### src/rtl/instr_loader.sv
// Boot-time instruction memory loader: unpacks a length/payload/checksum byte
// frame into 32-bit words and holds the CPU in reset until the image verifies.
module instr_loader #(
  parameter int DEPTH = 1024
) (
  input  logic        clk,
  input  logic        rst_n,
  input  logic        start,
  input  logic [7:0]  byte_in,
  input  logic        byte_valid,
  output logic        byte_ready,
  output logic        mem_we,
  output logic [31:0] mem_waddr,
  output logic [31:0] mem_wdata,
  output logic        cpu_hold,
  output logic        done,
  output logic        error
);

  localparam logic [2:0] ST_IDLE   = 3'd0;
  localparam logic [2:0] ST_LEN_LO = 3'd1;
  localparam logic [2:0] ST_LEN_HI = 3'd2;
  localparam logic [2:0] ST_DATA   = 3'd3;
  localparam logic [2:0] ST_WRITE  = 3'd4;
  localparam logic [2:0] ST_CHECK  = 3'd5;
  localparam logic [2:0] ST_DONE   = 3'd6;
  localparam logic [2:0] ST_ERROR  = 3'd7;

  localparam logic [16:0] DEPTH_W = 17'(DEPTH);

  function automatic logic [7:0] chk_update(input logic [7:0] acc, input logic [7:0] data);
    chk_update = acc ^ data;
  endfunction

  logic [2:0]  state_r;
  logic [2:0]  next_state_s;
  logic [7:0]  len_lo_r;
  logic [15:0] len_r;
  logic [15:0] addr_r;
  logic [23:0] word_r;
  logic [1:0]  byte_idx_r;
  logic [7:0]  xor_r;
  logic [31:0] mem_waddr_r;
  logic [31:0] mem_wdata_r;
  logic        byte_ready_r;
  logic        mem_we_r;
  logic        cpu_hold_r;
  logic        done_r;
  logic        error_r;
  logic        xfer_s;
  logic [15:0] len_s;
  logic        len_bad_s;

  assign xfer_s    = byte_valid && byte_ready_r;
  assign len_s     = {byte_in, len_lo_r};
  assign len_bad_s = (len_s == 16'd0) || ({1'b0, len_s} > DEPTH_W);

  // Next-state decode for the framing FSM.
  always_comb begin
    next_state_s = state_r;
    case (state_r)
      ST_IDLE: begin
        if (start) next_state_s = ST_LEN_LO;
        else       next_state_s = ST_IDLE;
      end
      ST_LEN_LO: begin
        if (xfer_s) next_state_s = ST_LEN_HI;
        else        next_state_s = ST_LEN_LO;
      end
      ST_LEN_HI: begin
        if (xfer_s && len_bad_s) next_state_s = ST_ERROR;
        else if (xfer_s)         next_state_s = ST_DATA;
        else                     next_state_s = ST_LEN_HI;
      end
      ST_DATA: begin
        if (xfer_s && (byte_idx_r == 2'd3)) next_state_s = ST_WRITE;
        else                                next_state_s = ST_DATA;
      end
      ST_WRITE: begin
        if ((addr_r + 16'd1) == len_r) next_state_s = ST_CHECK;
        else                           next_state_s = ST_DATA;
      end
      ST_CHECK: begin
        if (xfer_s && (byte_in == xor_r)) next_state_s = ST_DONE;
        else if (xfer_s)                  next_state_s = ST_ERROR;
        else                              next_state_s = ST_CHECK;
      end
      ST_DONE, ST_ERROR: begin
        if (start) next_state_s = ST_LEN_LO;
        else       next_state_s = state_r;
      end
      default: next_state_s = ST_IDLE;
    endcase
  end

  // FSM state register.
  always_ff @(posedge clk or negedge rst_n) begin
    if (!rst_n) state_r <= ST_IDLE;
    else        state_r <= next_state_s;
  end

  // Length capture, word packing, checksum accumulation and write address.
  always_ff @(posedge clk or negedge rst_n) begin
    if (!rst_n) begin
      len_lo_r    <= 8'd0;
      len_r       <= 16'd0;
      addr_r      <= 16'd0;
      word_r      <= 24'd0;
      byte_idx_r  <= 2'd0;
      xor_r       <= 8'd0;
      mem_waddr_r <= 32'd0;
      mem_wdata_r <= 32'd0;
    end else begin
      case (state_r)
        ST_LEN_LO: begin
          if (xfer_s) len_lo_r <= byte_in;
        end
        ST_LEN_HI: begin
          if (xfer_s) begin
            len_r      <= len_s;
            addr_r     <= 16'd0;
            xor_r      <= 8'd0;
            byte_idx_r <= 2'd0;
          end
        end
        ST_DATA: begin
          if (xfer_s) begin
            xor_r      <= chk_update(xor_r, byte_in);
            byte_idx_r <= byte_idx_r + 2'd1;
            word_r     <= {word_r[15:0], byte_in};
            // Address/data only move on the 4th byte so they stay stable between writes.
            if (byte_idx_r == 2'd3) begin
              mem_wdata_r <= {word_r, byte_in};
              mem_waddr_r <= {16'd0, addr_r};
            end
          end
        end
        ST_WRITE: addr_r <= addr_r + 16'd1;
        default: ;
      endcase
    end
  end

  // Status outputs registered from the next state so they align with it.
  always_ff @(posedge clk or negedge rst_n) begin
    if (!rst_n) begin
      byte_ready_r <= 1'b0;
      mem_we_r     <= 1'b0;
      cpu_hold_r   <= 1'b1;
      done_r       <= 1'b0;
      error_r      <= 1'b0;
    end else begin
      byte_ready_r <= (next_state_s == ST_LEN_LO) || (next_state_s == ST_LEN_HI) ||
                      (next_state_s == ST_DATA)   || (next_state_s == ST_CHECK);
      mem_we_r     <= (next_state_s == ST_WRITE);
      cpu_hold_r   <= (next_state_s != ST_DONE);
      done_r       <= (next_state_s == ST_DONE);
      error_r      <= (next_state_s == ST_ERROR);
    end
  end

  assign byte_ready = byte_ready_r;
  assign mem_we     = mem_we_r;
  assign mem_waddr  = mem_waddr_r;
  assign mem_wdata  = mem_wdata_r;
  assign cpu_hold   = cpu_hold_r;
  assign done       = done_r;
  assign error      = error_r;

endmodule

### config.mk
export PLATFORM = sky130hd
export DESIGN_NAME = instr_loader
export DESIGN_NICKNAME = d
export VERILOG_FILES = /design/src/rtl/instr_loader.sv
export SDC_FILE = /design/constraint.sdc
export NUM_CORES = 1
export LEC_CHECK = 0
export ABC_AREA = 1
export CAP_MARGIN = 20
export CORE_AREA = 2 2 123 125
export DETAILED_ROUTE_END_ITERATION = 7
export DIE_AREA = 0 0 125 127
export REMOVE_ABC_BUFFERS = 1
export SLEW_MARGIN = 20
export SYNTH_ARGS = -nofsm -noshare
export SYNTH_HDL_FRONTEND = slang
export SYNTH_SLANG_ARGS = --single-unit
### constraint.sdc
create_clock -name clk -period 2.4 [get_ports clk]
set_clock_uncertainty 0.15 [all_clocks]
set_input_delay 0.24 -clock clk [delete_from_list [all_inputs] [get_ports clk]]
set_output_delay 0.24 -clock clk [all_outputs]
set_load 0.02 [all_outputs]
==> reports/results.ini, run 1 <==
[critical_path]
required_ns=2.60
cp-end-kind=flop
cp_max_fo=5
cp-start-kind=flop
worstReg2RegEnd=error
worst-setup-path-type=reg -> reg
reg2reg_depth=13
r2r_start=addr_r[0]
worst-r2r-setup-slack_ns=0.19
critPathArrivalTime_ns=2.41

[global_route]
gr-usage-all-layers_pct=17.6
antenna_found_initial=0
grt_pass1_wl_um=22300
first_global_vias=4517
grt-busiest-layer=met2
grt_max_degree=57
grt-ovfl-total=0
grt_use_met3_pct=4.27
met1_usage_pct=23.9
grtUsageMet2_pct=27.0

[run_status]
outcome=finished clean

[die]
dieArea_um2=15900
core.rowCount=44
start_util_pct=40.7
core_um2=14400
die_h_um=127
io_pins=81
chipWidth_um=125

[sta]
finalSetupViolCount=0
timing.fmax_mhz=454
rsz0062_at_grt=false
finalCritPeriodShare_pct=91.9
worst_slew_pin_slew_ns=0.556
fin_tns_setup_ns=0
final.setup.worst_slack_ns=0.195
drv_slew=0
hold_viol=0
period_minus_slack_ns=2.21
relSlewSlack_pct=62.9

[placement]
io_buffers=64
dp.cells=931
place_area_um2=6700
pre_cts_slack_ns=0.136
place_hpwl_um=9280
gp_congestion=0.922

[logic_synthesis]
synth_area_per_cell_um2=8.47
ys_seq_elements=130
synth.most_common_cell=nand2_1
synth_common_cells=179 x nand2_1, 129 x dfrtp_1, 100 x o21ai_0
synth-seq-area-share_pct=55.4
synthCells=694
synth.top_cell.area_share_pct=54.9
synth_cell_types=34
synth_area_um2=5880
async_reset_ff_share_pct=100
synth_area_leaders=dfrtp_1 55%, nand2_1 11%, o21ai_0 8.5%
ys.flop_type=dfrtp_1
synth_edf_count=0
ys_warn_count=0
synth_top_cell_by_area=dfrtp_1

[routing]
avgRoutedWirePerCell_um=13.6
viasPerCell=4.82
drt_wl_total_um=13100
drtIter0Drc=238
antenna_left=0
drc=0
num_vias=4652
drt_first_pass_iters=5

[cts]
clk_pin_slew_ns=0.05
cts_buffer_depth=2
clock-root-buffer=clkbuf_16
insertion_delay_ns=0.42
cts_buffers=17
cts-htree-levels=4
cts.sinks=130
cts_tree=yes

[run]
drv_cap=0

[finish]
instances_no_fill=966
syn_to_final_growth_pct=25.8
final_core_util_pct=51.2
final_area_um2=7390
final_nets=785
post_route_cells_drive_above_1_share_pct=8.82
diodes=0

[power_and_ir_drop]
leakage_nw=3.44
p_per_area_nw_per_um2=1340
ir_drop_uv=575

[hold_path]
hold_class=in -> async

metrics by stage:
stage / hold slack, ns / total power [mW]
after floorplan: -0.206 / 5.77
after global placement: 0.0946 / 7.06
after detailed placement: 0.102 / 7.17
after CTS: 0.199 / 9.90
after global routing: 0.254 / 10.6
final: 0.190 / 9.88
report_power, final:
part	total [mW]	leakage (nW)	switching (mW)	internal, mW
clock	2.69	0.297	0.880	1.81
combinational	3.47	1.44	2.03	1.44
sequential	3.73	1.70	0.624	3.11
state kept, by name, indices dropped and copies added, names as in the netlist:
| signal | flops |
|---|---|
| addr_r | 16 |
| byte_idx_r | 2 |
| byte_ready | 1 |
| cpu_hold | 1 |
| done | 1 |
| error | 1 |
| len_lo_r | 8 |
| len_r | 16 |
| mem_waddr | 16 |
| mem_wdata | 32 |
| mem_we | 1 |
| state_r | 3 |
| word_r | 24 |
| xor_r | 8 |
layer usage:
layer | wire length, µm | vias to the layer above | share of wire (%)
li1 | - | 2346 | -
met4 | 227 | 0 | 1.7
met5 | 0 | - | 0
met2 | 6130 | 111 | 47
met3 | 603 | 16 | 4.6
met1 | 6150 | 2179 | 47
critical path, cell delays in order, from the launching register on:
cell     delay, ns
dfrtp_2       0.44
ha_4          0.19
or2_2         0.30
nand3_1       0.07
nand2_1       0.05
nor2_1        0.10
nand3_1       0.09
nor2_1        0.09
nand2_1       0.09
nor2_4        0.14
nand3_1       0.10
nand2_2       0.11
nand3_2       0.09
nor2_1        0.11
logic make-up after synthesis:
family,count (synthesis),share of synthesized area [%]
other,1,0.0638
adder cells (fa/ha/maj),2,0.426
AND/OR/NAND/NOR,281,20.6
buffers and inverters,136,9.84
XOR/XNOR,12,2.02
AO/OA/AOI/OAI,132,11.6
flip-flops,130,55.4
how the worst max path moves through the flow:
| stage | startpoint | endpoint | cells past startpoint |
|---|---|---|---|
| after detailed placement | addr_r[0] | byte_ready | 14 |
| after floorplan | byte_ready | mem_waddr[0] | 7 |
| final | addr_r[0] | error | 13 |
| after global routing | addr_r[0] | error | 13 |
| after CTS | addr_r[0] | error | 13 |
| after global placement | addr_r[0] | byte_ready | 14 |
area by class of cell:
type                    instances  area (µm²)
well taps                     184         230
inverters                     100         377
flip-flops and latches        130        3260
repair buffers                 78         771
clock buffers                  25         485
multi-input cells             444        2150
clock inverters                 5         125
fillers                      1393        7030
placed cells by master (no fill, tap or decap), types with 2 or more instances in the layout:
cell	Yosys	layout
dfrtp_1	129	128
nor3_1	3	3
clkbuf_16	0	17
o22ai_1	14	14
xnor2_1	3	3
nor2_1	28	26
nor2_4	3	7
inv_2	3	4
xor2_1	8	8
nor2_2	7	6
clkdlybuf4s50_1	0	63
buf_4	16	12
conb_1	1	16
nor4_1	3	3
nand3_1	35	34
nand2_1	179	179
inv_1	95	94
nand3_2	1	2
o21ai_1	12	13
bufinv_16	0	4
buf_12	0	2
a21oi_1	4	4
and2_1	2	2
clkbuf_1	15	5
nand2_2	6	6
clkbuf_8	0	3
o21ai_0	100	99
clkinv_2	1	2
nand4_1	11	11
repair_timing:
action	in CTS	in global routing
resized for setup	0	10
setup endpoints to repair	0	6
setup buffers	0	3
hold buffers	1	0
endpoints found under the hold margin	37	0
Note: power is estimated with default switching activity, not from simulation.
==> run 2: changes to the inputs <==
PLACE_DENSITY = 0.64   (was unset)
SLEW_MARGIN = unset   (was 20)
==> reports/results.ini, run 2 (synthesis gave the netlist of run 1 again) <==
[routing]
drc=0  ; unchanged
drt_wl_total_um=13100  ; -0.24%
antenna_left=0  ; unchanged
drtIter0Drc=369  ; +55%
drt_first_pass_iters=5  ; unchanged
num_vias=4707  ; +1.2%
viasPerCell=4.88  ; +1.3%
avgRoutedWirePerCell_um=13.5  ; -0.14%

[cts]
clk_pin_slew_ns=0.06  ; about the same
cts_tree=yes
insertion_delay_ns=0.41  ; about the same
clock-root-buffer=clkbuf_16
cts_buffers=17  ; unchanged
cts-htree-levels=4  ; unchanged
cts.sinks=130  ; unchanged
cts_buffer_depth=2  ; unchanged

[sta]
drv_slew=0  ; unchanged
period_minus_slack_ns=2.21  ; +0.00985 ns
worst_slew_pin_slew_ns=0.516  ; -0.0399 ns
finalCritPeriodShare_pct=92.3  ; +0.41 points
relSlewSlack_pct=65.6  ; +2.7 points
hold_viol=0  ; unchanged
finalSetupViolCount=0  ; unchanged
timing.fmax_mhz=451  ; -0.44%
rsz0062_at_grt=false
fin_tns_setup_ns=0  ; unchanged
fin_hold_ws_ns=0.0480  ; -0.142 ns
final.setup.worst_slack_ns=0.185  ; -0.00985 ns

[critical_path]
endpoint=byte_ready
cp_max_fo=4  ; -1
worstReg2RegEnd=byte_ready
cp-start-kind=flop
slowest_stage=dfrtp_2
path_cells=ha_2, or2_2, nand3_1, nand2_1, nor2_1, nand3_1, nor2_1, nand2_1, nor2_4, nand2_1, nand2_1, nand2_2, nand3_1, nand2_1
path_common_cell=nand2_1
critPathTopFamily=simple AND/OR/NAND/NOR gates
required_ns=2.55  ; -0.05 ns
r2r_start=addr_r[0]
reg2reg_depth=14  ; +1
cp-end-kind=flop
cp-startpoint=addr_r[0]
worst-r2r-setup-slack_ns=0.19  ; about the same
slowest_delay_ns=0.43  ; about the same
path_depth=14  ; +1
cp_num_buf_inv=0  ; unchanged
worst-setup-path-type=reg -> reg
critPathArrivalTime_ns=2.37  ; -0.04 ns

[die]
io_pins=81  ; unchanged
core.rowCount=44  ; unchanged
core_um2=14400  ; unchanged
chipWidth_um=125  ; unchanged
die_h_um=127  ; unchanged
dieArea_um2=15900  ; unchanged
start_util_pct=40.7  ; unchanged

[placement]
gp_congestion=0.942  ; +2.2%
pre_cts_slack_ns=0.128  ; -0.00733 ns
place_hpwl_um=9100  ; -1.9%
dp.cells=930  ; -0.11%
io_buffers=64  ; unchanged

[global_route]
grt-busiest-layer=met2
first_global_vias=4604  ; +1.9%
grtUsageMet2_pct=27.4  ; +0.42 points
gr-usage-all-layers_pct=17.2  ; -0.35 points
grt-ovfl-total=0  ; unchanged
grt_pass1_wl_um=22100  ; -0.96%
grt_use_met3_pct=4.23  ; -0.042 points
grt_max_degree=68  ; +19%
antenna_found_initial=0  ; unchanged
met1_usage_pct=23.1  ; -0.85 points

[finish]
diodes=0  ; unchanged
largest_reg_flops=32  ; unchanged
final_cell_mix=179 x nand2_1, 128 x dfrtp_1, 99 x o21ai_0
instances_no_fill=965  ; -0.10%
syn_to_final_growth_pct=25.3
final_nets=783  ; -0.25%
final_core_util_pct=51.1  ; -0.19 points
final_common_cell=nand2_1
post_route_cells_drive_above_1_share_pct=8.71  ; -0.12 points

[run]
drv_cap=0  ; unchanged

[power_and_ir_drop]
leakage_nw=3.43  ; -0.32%
p_per_area_nw_per_um2=1340  ; +0.16%
ir_drop_uv=500  ; -13%

[hold_path]
hold_class=in -> async

[run_status]
outcome=finished clean

run 2: changes by cell type in the layout (fill, tap and decap cells not counted), sizes merged:
| cell | delta |
|---|---|
| clkinvlp | +2 |
| inv | +1 |
| buf | -2 |
| clkinv | +1 |
| clkbuf | -3 |
run 2: final cells by class:
class | instances | area (µm²)
Inverter | 100 | 377
Timing Repair Buffer | 76 | 756
Sequential cell | 130 | 3260
Fill cell | 1339 | 7060
Tap cell | 184 | 230
Clock buffer | 22 | 464
Multi-Input combinational cell | 444 | 2130
Clock inverter | 9 | 154
run 2: how the worst min path moves through the flow:
stage | from | endpoint | slack [ns]
after floorplan | rst_n | addr_r[0] | -0.21
after global placement | rst_n | mem_wdata[19] | -0.07
after detailed placement | rst_n | mem_wdata[19] | -0.07
after CTS | rst_n | mem_wdata[19] | 0.03
after global routing | rst_n | word_r[3] | 0.04
final | rst_n | mem_wdata[19] | 0.05
run 2: routing by layer:
| layer | share of wire [%] | vias to the layer above |
|---|---|---|
| met4 | 1.6 | 0 |
| met1 | 46 | 2228 |
| li1 | - | 2336 |
| met3 | 5.1 | 16 |
| met2 | 48 | 127 |
| met5 | 0 | - |
run 2: where the power goes:
part / internal, mW / leakage (nW) / switching (mW)
sequential: 3.11 / 1.70 / 0.623
clock: 1.79 / 0.297 / 0.922
combinational: 1.42 / 1.43 / 2.01
total: 6.31 / 3.43 / 3.55
run 2: timing repair:
item | 4_1_cts | 5_1_grt
hold buffers | 1 | 0
endpoints found under the hold margin | 129 | 0
setup buffers | 0 | 2
endpoints found under the setup margin | 0 | 6
gates resized for setup | 0 | 6
run 2: metrics by stage:
stage,power [mW],instance area (µm²)
final,9.86,7360
after global routing,10.6,7360
after floorplan,5.77,5730
after global placement,7.02,6700
after CTS,9.91,7320
after detailed placement,7.15,6700
==> run 3: changes to the inputs <==
CTS_BUF_LIST = sky130_fd_sc_hd__clkbuf_16   (was unset)
==> reports/results.ini, run 3 (synthesis gave the netlist of run 1 again) <==
[cts]
cts_buffers=17  ; unchanged
cts_tree=yes
cts_buffer_depth=2  ; unchanged
cts-htree-levels=4  ; unchanged
clock-root-buffer=clkbuf_16
insertion_delay_ns=0.41  ; about the same
clk_pin_slew_ns=0.06  ; about the same
cts.sinks=130  ; unchanged

[finish]
instances_no_fill=965  ; unchanged
multi_input_area_um2=2130  ; unchanged
final_common_cell=nand2_1
syn_to_final_growth_pct=25.0
largest_reg_flops=32  ; unchanged
post_route_cells_drive_above_1_share_pct=8.45  ; -0.26 points
fillCellCount=1341  ; +0.15%
final_area_um2=7340  ; -0.27%
final_nets=783  ; unchanged
seqCellArea_um2=3260  ; unchanged
diodes=0  ; unchanged
final_cell_mix=179 x nand2_1, 128 x dfrtp_1, 99 x o21ai_0

[sta]
finalSetupViolCount=0  ; unchanged
fin_tns_setup_ns=0  ; unchanged
hold_viol=0  ; unchanged
relSlewSlack_pct=65.4  ; -0.14 points
final.setup.worst_slack_ns=0.185  ; -0.000233 ns
finalCritPeriodShare_pct=92.3  ; about the same
period_minus_slack_ns=2.22  ; +0.000233 ns
drv_slew=0  ; unchanged
rsz0062_at_grt=false
timing.fmax_mhz=451  ; about the same
worst_slew_pin_slew_ns=0.518  ; +0.00210 ns

[critical_path]
cp-end-kind=flop
required_ns=2.55  ; about the same
reg2reg_depth=14  ; unchanged
critPathArrivalTime_ns=2.37  ; about the same
critPathTopFamily=simple AND/OR/NAND/NOR gates
path_cells=ha_2, nand2_2, nor2_2, nand4_1, nand3_1, nand2_1, nor2_1, nand2_1, nor2_4, nand2_1, nand2_1, nand2_2, nand3_1, nand2_1
cp_num_buf_inv=0  ; unchanged
worst-setup-path-type=reg -> reg
slowest_delay_ns=0.40  ; -0.03 ns
cp-start-kind=flop
slowest_stage=dfrtp_2
path_common_cell=nand2_1
cp_max_fo=4  ; unchanged
path_depth=14  ; unchanged

[die]
dieArea_um2=15900  ; unchanged
io_pins=81  ; unchanged
core.rowCount=44  ; unchanged
start_util_pct=40.7  ; unchanged
chipWidth_um=125  ; unchanged
die_h_um=127  ; unchanged
core_um2=14400  ; unchanged

[hold_path]
hold_class=in -> async

[global_route]
gr-usage-all-layers_pct=17.2  ; unchanged
first_global_vias=4604  ; unchanged
grt_pass1_wl_um=22100  ; unchanged
grt-ovfl-total=0  ; unchanged
antenna_found_initial=0  ; unchanged
grt_max_degree=68  ; unchanged

[routing]
drc=0  ; unchanged
viasPerCell=4.87  ; -0.15%
avgRoutedWirePerCell_um=13.5  ; about the same
drtIter0Drc=382  ; +3.5%
antenna_left=0  ; unchanged
num_vias=4700  ; -0.15%
drt_first_pass_iters=5  ; unchanged
drt_wl_total_um=13100  ; about the same

[run_status]
outcome=finished clean

[placement]
dp.cells=930  ; unchanged
place_area_um2=6700  ; unchanged
gp_congestion=0.942  ; unchanged
place_hpwl_um=9100  ; unchanged
io_buffers=64  ; unchanged
pre_cts_slack_ns=0.128  ; unchanged

[power_and_ir_drop]
ir_drop_uv=500  ; about the same
leakage_nw=3.43  ; about the same
p_per_area_nw_per_um2=1330  ; -0.54%

[run]
drv_cap=0  ; unchanged

[run 3: final timing paths]
kind | start | to | slack (ns)
max | addr_r[0] | byte_ready | 0.18
min | rst_n | mem_wdata[19] | 0.05
max reg2reg | addr_r[0] | byte_ready | 0.18
min reg2reg | word_r[10] | word_r[18] | 0.33
max in group asynchronous | rst_n | addr_r[0] | 1.47
min in group clk | word_r[10] | word_r[18] | 0.33
[run 3: worst register-to-register path, delay by kind of cell, from the launching register on]
family,cells,cell delay [ns]
DFF,1,0.40
adders and majority gates,1,0.22
and+or+nand+nor,13,1.34
[run 3: power breakdown]
group / internal, mW / total (mW) / switching [mW] / leakage (nW)
Combinational: 1.42 / 3.43 / 2.01 / 1.43
Clock: 1.71 / 2.63 / 0.916 / 0.298
Sequential: 3.11 / 3.73 / 0.625 / 1.70
Total: 6.23 / 9.78 / 3.55 / 3.43
[run 3: area by class of cell]
type / instances / area share (%)
clock buffers: 17 / 5.79
clock inverters: 14 / 2.35
inverters: 100 / 5.13
multi-input cells: 444 / 29.0
flip-flops and latches: 130 / 44.3
well taps: 184 / 3.13
repair buffers: 76 / 10.3
[run 3: per-stage QoR]
step / hold slack (ns) / util (%) / power [mW]
2_1_floorplan: -0.206 / - / 5.77
3_3_place_gp: -0.0715 / 46.4 / 7.02
3_5_place_dp: -0.0676 / 46.4 / 7.15
4_1_cts: 0.0269 / 50.6 / 9.83
5_1_grt: 0.0438 / 50.9 / 10.5
6_report: 0.0493 / 50.9 / 9.78
[run 3: what timing repair did]
action	in CTS	in global routing
setup buffers	0	2
endpoints found under the setup margin	0	6
hold endpoints to repair	129	0
resized for setup	0	6
hold buffers	1	0
[run 3: metal layers]
metal / global-route usage, % / wire (µm)
met2: 27.4 / 6230
met5: 0 / 0
met3: 4.23 / 601
met4: 6.34 / 195
met1: 23.1 / 6050
